[config.mk]
export PLATFORM = sky130hd
export DESIGN_NAME = regfile_wb_arbiter
export DESIGN_NICKNAME = d
export VERILOG_FILES = /design/src/rtl/regfile_wb_arbiter_pkg.sv /design/src/rtl/rr_arbiter2.sv /design/src/rtl/regfile_wb_arbiter.sv
export SDC_FILE = /design/constraint.sdc
export NUM_CORES = 1
export LEC_CHECK = 0
export BUFFER_PORTS_ARGS = -buffer_cell sky130_fd_sc_hd__buf_2
export CELL_PAD_IN_SITES_DETAIL_PLACEMENT = 1
export CELL_PAD_IN_SITES_GLOBAL_PLACEMENT = 2
export CORE_ASPECT_RATIO = 1.1
export CORE_MARGIN = 2
export CORE_UTILIZATION = 25
export CTS_BUF_LIST = sky130_fd_sc_hd__clkbuf_16
export DETAILED_ROUTE_END_ITERATION = 8
export HOLD_SLACK_MARGIN = 0.06
export PLACE_DENSITY_LB_ADDON = 0.08
export SKIP_LAST_GASP = 1
export SLEW_MARGIN = 20
export SYNTH_ARGS = -nofsm -noshare
export SYNTH_HDL_FRONTEND = slang
export SYNTH_SLANG_ARGS = --single-unit
[constraint.sdc]
create_clock -name clk -period 3.5 [get_ports clk]
set_clock_uncertainty 0.15 [all_clocks]
set_input_delay 0.35 -clock clk [delete_from_list [all_inputs] [get_ports clk]]
set_output_delay 0.35 -clock clk [all_outputs]
set_load 0.02 [all_outputs]
[src/rtl/regfile_wb_arbiter_pkg.sv]
// regfile_wb_arbiter_pkg
//   Shared constants for the register-file writeback arbiter:
//     ADDR_W / DATA_W : default register index and data widths
//     REG_ZERO        : index of the hard-wired $zero register
//     REQ_ALU/REQ_MEM : requester index encoding (bit position in valid/grant)
package regfile_wb_arbiter_pkg;

  localparam int ADDR_W = 5;
  localparam int DATA_W = 32;

  localparam logic [4:0] REG_ZERO = 5'd0;

  localparam int REQ_ALU = 0;
  localparam int REQ_MEM = 1;

endpackage

[src/rtl/rr_arbiter2.sv]
// rr_arbiter2
//   Two-way round-robin grant logic with its priority pointer.
//   Ports:
//     clk, reset : clock and synchronous active-high reset
//     valid[1:0] : request lines (bit REQ_ALU, bit REQ_MEM)
//     hold       : freeze; no grant and no pointer movement while high
//     grant[1:0] : one-hot (or zero) grant, combinational
//     conflict   : both requesters valid in a non-held cycle
module rr_arbiter2 (
  input  logic       clk,
  input  logic       reset,
  input  logic [1:0] valid,
  input  logic       hold,
  output logic [1:0] grant,
  output logic       conflict
);
  import regfile_wb_arbiter_pkg::*;

  // prio_q names the requester that wins the next conflict (0 = ALU).
  logic prio_q, prio_d;

  always_comb begin
    grant    = 2'b00;
    conflict = valid[REQ_ALU] && valid[REQ_MEM] && !hold;
    prio_d   = prio_q;
    if (!reset && !hold) begin
      if (conflict) begin
        // A granted requester is always valid, so a conflict always
        // accepts; hand priority to the loser.
        grant[prio_q] = 1'b1;
        prio_d        = ~prio_q;
      end else begin
        grant = valid;
      end
    end
  end

  always_ff @(posedge clk) begin
    if (reset) prio_q <= 1'b0;
    else       prio_q <= prio_d;
  end

endmodule

[src/rtl/regfile_wb_arbiter.sv]
// regfile_wb_arbiter
//   Shares the single register-file write port between the ALU writeback
//   (requester 0) and the MEM/load writeback (requester 1). Round-robin,
//   one accept per cycle, write command registered one cycle after accept.
//   Writes to $zero complete the handshake but never raise rf_write.
//   Ports:
//     clk, reset                   : clock, synchronous active-high reset
//     hold                         : pipeline freeze, blocks all grants
//     reqN_valid/reqN_reg/reqN_data: writeback requests
//     reqN_ready                   : combinational accept
//     rf_write/_reg/_data          : registered register-file write command
//     pend_valid                   : copy of rf_write
//     conflict_count               : saturating count of dual-request cycles
//   Optional (macro RFWB_FORWARD_EN): rd_reg1/2, rf_rd_data1/2 inputs and
//   fwd_data1/2 outputs that bypass the in-flight write to readers.
module regfile_wb_arbiter #(
  parameter int DATA_W = regfile_wb_arbiter_pkg::DATA_W,
  parameter int ADDR_W = regfile_wb_arbiter_pkg::ADDR_W,
  parameter int CNT_W  = 16
) (
  input  logic              clk,
  input  logic              reset,
  input  logic              hold,
  input  logic              req0_valid,
  input  logic [ADDR_W-1:0] req0_reg,
  input  logic [DATA_W-1:0] req0_data,
  output logic              req0_ready,
  input  logic              req1_valid,
  input  logic [ADDR_W-1:0] req1_reg,
  input  logic [DATA_W-1:0] req1_data,
  output logic              req1_ready,
  output logic              rf_write,
  output logic [ADDR_W-1:0] rf_write_reg,
  output logic [DATA_W-1:0] rf_write_data,
  output logic              pend_valid,
  output logic [CNT_W-1:0]  conflict_count
`ifdef RFWB_FORWARD_EN
  ,
  input  logic [ADDR_W-1:0] rd_reg1,
  input  logic [ADDR_W-1:0] rd_reg2,
  input  logic [DATA_W-1:0] rf_rd_data1,
  input  logic [DATA_W-1:0] rf_rd_data2,
  output logic [DATA_W-1:0] fwd_data1,
  output logic [DATA_W-1:0] fwd_data2
`endif
);
  import regfile_wb_arbiter_pkg::*;

  logic [1:0]        grant;
  logic              conflict;
  logic              accept;
  logic [ADDR_W-1:0] acc_reg;
  logic [DATA_W-1:0] acc_data;

  logic              rf_write_q, rf_write_d;
  logic [ADDR_W-1:0] rf_write_reg_q, rf_write_reg_d;
  logic [DATA_W-1:0] rf_write_data_q, rf_write_data_d;
  logic [CNT_W-1:0]  count_q, count_d;

  rr_arbiter2 u_arb (
    .clk      (clk),
    .reset    (reset),
    .valid    ({req1_valid, req0_valid}),
    .hold     (hold),
    .grant    (grant),
    .conflict (conflict)
  );

  assign req0_ready = grant[REQ_ALU];
  assign req1_ready = grant[REQ_MEM];

  always_comb begin
    accept          = |grant;
    acc_reg         = grant[REQ_MEM] ? req1_reg  : req0_reg;
    acc_data        = grant[REQ_MEM] ? req1_data : req0_data;
    rf_write_d      = accept && (acc_reg != ADDR_W'(REG_ZERO));
    rf_write_reg_d  = accept ? acc_reg  : rf_write_reg_q;
    rf_write_data_d = accept ? acc_data : rf_write_data_q;
    count_d         = count_q;
    if (conflict && (count_q != {CNT_W{1'b1}}))
      count_d = count_q + CNT_W'(1);
  end

  always_ff @(posedge clk) begin
    if (reset) begin
      rf_write_q      <= 1'b0;
      rf_write_reg_q  <= '0;
      rf_write_data_q <= '0;
      count_q         <= '0;
    end else begin
      rf_write_q      <= rf_write_d;
      rf_write_reg_q  <= rf_write_reg_d;
      rf_write_data_q <= rf_write_data_d;
      count_q         <= count_d;
    end
  end

  assign rf_write       = rf_write_q;
  assign rf_write_reg   = rf_write_reg_q;
  assign rf_write_data  = rf_write_data_q;
  assign pend_valid     = rf_write_q;
  assign conflict_count = count_q;

`ifdef RFWB_FORWARD_EN
  // The register file reads combinationally, so a read in the same cycle as
  // the strobe would return stale data; bypass the in-flight write.
  always_comb begin
    fwd_data1 = rf_rd_data1;
    fwd_data2 = rf_rd_data2;
    if (rf_write_q && (rf_write_reg_q == rd_reg1) && (rd_reg1 != ADDR_W'(REG_ZERO)))
      fwd_data1 = rf_write_data_q;
    if (rf_write_q && (rf_write_reg_q == rd_reg2) && (rd_reg2 != ADDR_W'(REG_ZERO)))
      fwd_data2 = rf_write_data_q;
  end
`endif

endmodule

==> impl_metrics.env <==
export IMPL_status="complete, no violations"
export IMPL_peakVddDrop_uv=211
export IMPL_drive_above_1_share_pct=38.8
export IMPL_final_area_sq_mm=0.00333
export IMPL_synth_async_reset_ratio_pct=0
export IMPL_fp_row_count=37
export IMPL_finalNetCount=480
export IMPL_yosysMostFrequentCell="dfxtp_1"
export IMPL_cts_tree="yes"
export IMPL_setup_slack_ns=0.986
export IMPL_postCtsHoldBufs=0
export IMPL_io_pins=136
export IMPL_setup_viol=0
export IMPL_whs_ns=0.175
export IMPL_post_cts_resized=0
export IMPL_cts_sinks=55
export IMPL_finalCriticalPeriod_ns=2.51
export IMPL_hp_start="req0_reg[2]"
export IMPL_path_clk_slew_ns=0.07
export IMPL_post_cts_setup_buffers=0
export IMPL_ys_types=35
export IMPL_path_buf_inv=2
export IMPL_yosys_register_bits=55
export IMPL_antenna_found_initial=0
export IMPL_power_density_mw_per_mm2=420
export IMPL_place_ws_ns=1.04
export IMPL_synth_nets=353
export IMPL_vias=2542
export IMPL_synth_top_area_share_pct=45.9
export IMPL_largest_register_ffs=32
export IMPL_placed_cell_area_sq_mm=0.00316
export IMPL_dr_first_iter_drc_count=87
export IMPL_grt_pass1_vias=2515
export IMPL_overflow=0
export IMPL_yosysTopAreaCell="dfxtp_1"
export IMPL_leakage_nw=1.42
export IMPL_synth_area_per_cell_sq_um=8.80
export IMPL_postRouteWirelength_mm=8.09
export IMPL_cp_startpoint="u_arb.prio_q"
export IMPL_drt_drc_violations_left=0
export IMPL_hpwl_mm=5.95
export IMPL_synth_seq_area_share_pct=45.9
export IMPL_hold_violations=0
export IMPL_initial_core_util_pct=25.7
export IMPL_timing_rr_start="u_arb.prio_q"
export IMPL_holdCritPathClass="in -> reg"
export IMPL_drt_pass1_iterations=4
export IMPL_wire_per_inst_um=15.7
export IMPL_fp_dieW_um=97.4
export IMPL_worstPathArrival_ns=2.01
export IMPL_gp_congestion=0.712
export IMPL_clock_path_buffers=2
export IMPL_fmax_ghz=0.398
export IMPL_tightest_slew_ns=0.709
export IMPL_cts_root_buf="clkbuf_16"
export IMPL_worst_endpoint_required_ns=3.00
export IMPL_crit_slowest_cell="clkinv_1"
export IMPL_endpoint_kind="primary output"
export IMPL_finalSetupTns_ns=0
export IMPL_multiInputGateArea_sq_mm=0.00119
export IMPL_routed_via_density=4.92
export IMPL_track_usage_pct=15.2
export IMPL_grt_pass1_wl_mm=12.9
export IMPL_cts_buffers=5
export IMPL_fp_coreArea_sq_mm=0.00935
export IMPL_synth_common_cells="dfxtp_1 (55), a21oi_1 (45), nand2_1 (39), a22oi_1 (32)"
export IMPL_slew_limit_headroom_pct=52.6
export IMPL_io_buffers=135
export IMPL_cp_cell_sequence="nand2b_1 -> nand3_1 -> clkinv_1 -> buf_2"
export IMPL_synthTopCellsByArea="dfxtp_1 (46%), a22oi_1 (10%), a21oi_1 (9.4%)"
export IMPL_maxCapViolations=0
export IMPL_rsz0062_at_grt="no"
export IMPL_synth_area_sq_mm=0.00240
export IMPL_ys_warnings_count=0
export IMPL_regArea_sq_mm=0.00110
export IMPL_synthFlopType="dfxtp_1"
export IMPL_synthCells=273
export IMPL_chipHeight_um=107
export IMPL_cp_start_kind="flip-flop"
export IMPL_grt_max_degree=55
export IMPL_clk_latency_ns=0.28
export IMPL_synth_edf_count=0
export IMPL_n_antenna_cell=0
export IMPL_crit_type="reg -> out"
export IMPL_max_stage_delay_ns=0.59
export IMPL_fill_cells=1178
export IMPL_dieArea_sq_mm=0.0104
export IMPL_cpLargestDelayFamily="buffers and inverters"
export IMPL_postLayoutCoreUtil_pct=35.6
export IMPL_finalMaxSlewViolations=0
export IMPL_htreeDepth=2
export IMPL_period_share_pct=71.8
export IMPL_area_growth_syn_to_layout_pct=38.5
export IMPL_critPathMaxFanout=20
export IMPL_ant_nets=0
==> logic make-up after synthesis <==
| kind of cell | Yosys count | share of synthesized area [%] |
|---|---|---|
| buffers and inverters | 23 | 4.69 |
| adder cells (fa/ha/maj) | 1 | 0.521 |
| flip-flops | 55 | 45.9 |
| AO/OA/AOI/OAI | 100 | 26.7 |
| multiplexers | 6 | 2.50 |
| XOR/XNOR | 3 | 1.09 |
| AND/OR/NAND/NOR | 85 | 18.7 |
==> where the power goes <==
group          total [mW]  internal [mW]  switching, mW
combinational       0.179         0.0741          0.105
clock               0.556          0.334          0.223
sequential          0.661          0.649         0.0118
==> final timing paths <==
check	to	slack (ns)	depth (start not counted)
setup / recovery	req1_ready	0.99	4
hold / removal	pend_valid	0.18	3
setup reg to reg	rf_write_data[31]	1.16	6
hold reg to reg	rf_write_data[24]	0.30	2
==> final cells by class <==
cell class              count  area share (%)
clock buffers               5            3.76
clock inverters             2            1.13
inverters                   3           0.339
multi-input cells         195            35.8
flip-flops and latches     55            33.1
well taps                 117            4.40
repair buffers            140            21.4
==> metrics by stage <==
stage / cells / total power, mW
after floorplan: 273 / 0.769
after global placement: 510 / 0.856
after detailed placement: 510 / 0.858
after CTS: 517 / 1.43
after global routing: 517 / 1.47
final: 517 / 1.40
==> tightest hold or removal path, stage by stage <==
cell,delay [ns]
buf_2,0.09
o21ai_0,0.08
nand2_1,0.06
==> per-layer routing <==
layer	share of wire, %	vias up	GRT usage (%)	routed length, um
li1	-	1265	-	-
met1	45	1207	19.2	3610
met2	50	68	26.9	4040
met3	5.1	2	3.06	410
met4	0.43	0	2.98	35
met5	0	-	0	0
==> cells in the final DEF (no fill, tap or decap), drive strengths merged, types with 2 or more instances in the layout <==
master | Yosys | final
a211oi | 5 | 5
a21oi | 45 | 45
a22oi | 32 | 32
and3 | 2 | 2
and4 | 3 | 3
buf | 9 | 140
clkbuf | 11 | 5
dfxtp | 55 | 55
inv | 2 | 2
mux2i | 6 | 6
nand2 | 39 | 39
nand3 | 8 | 8
nand4 | 5 | 5
nor2 | 10 | 10
o21ai | 10 | 10
o31ai | 6 | 6
or3 | 7 | 7
or4 | 8 | 8
xnor2 | 2 | 2
Power figures use the tool's default switching activity.
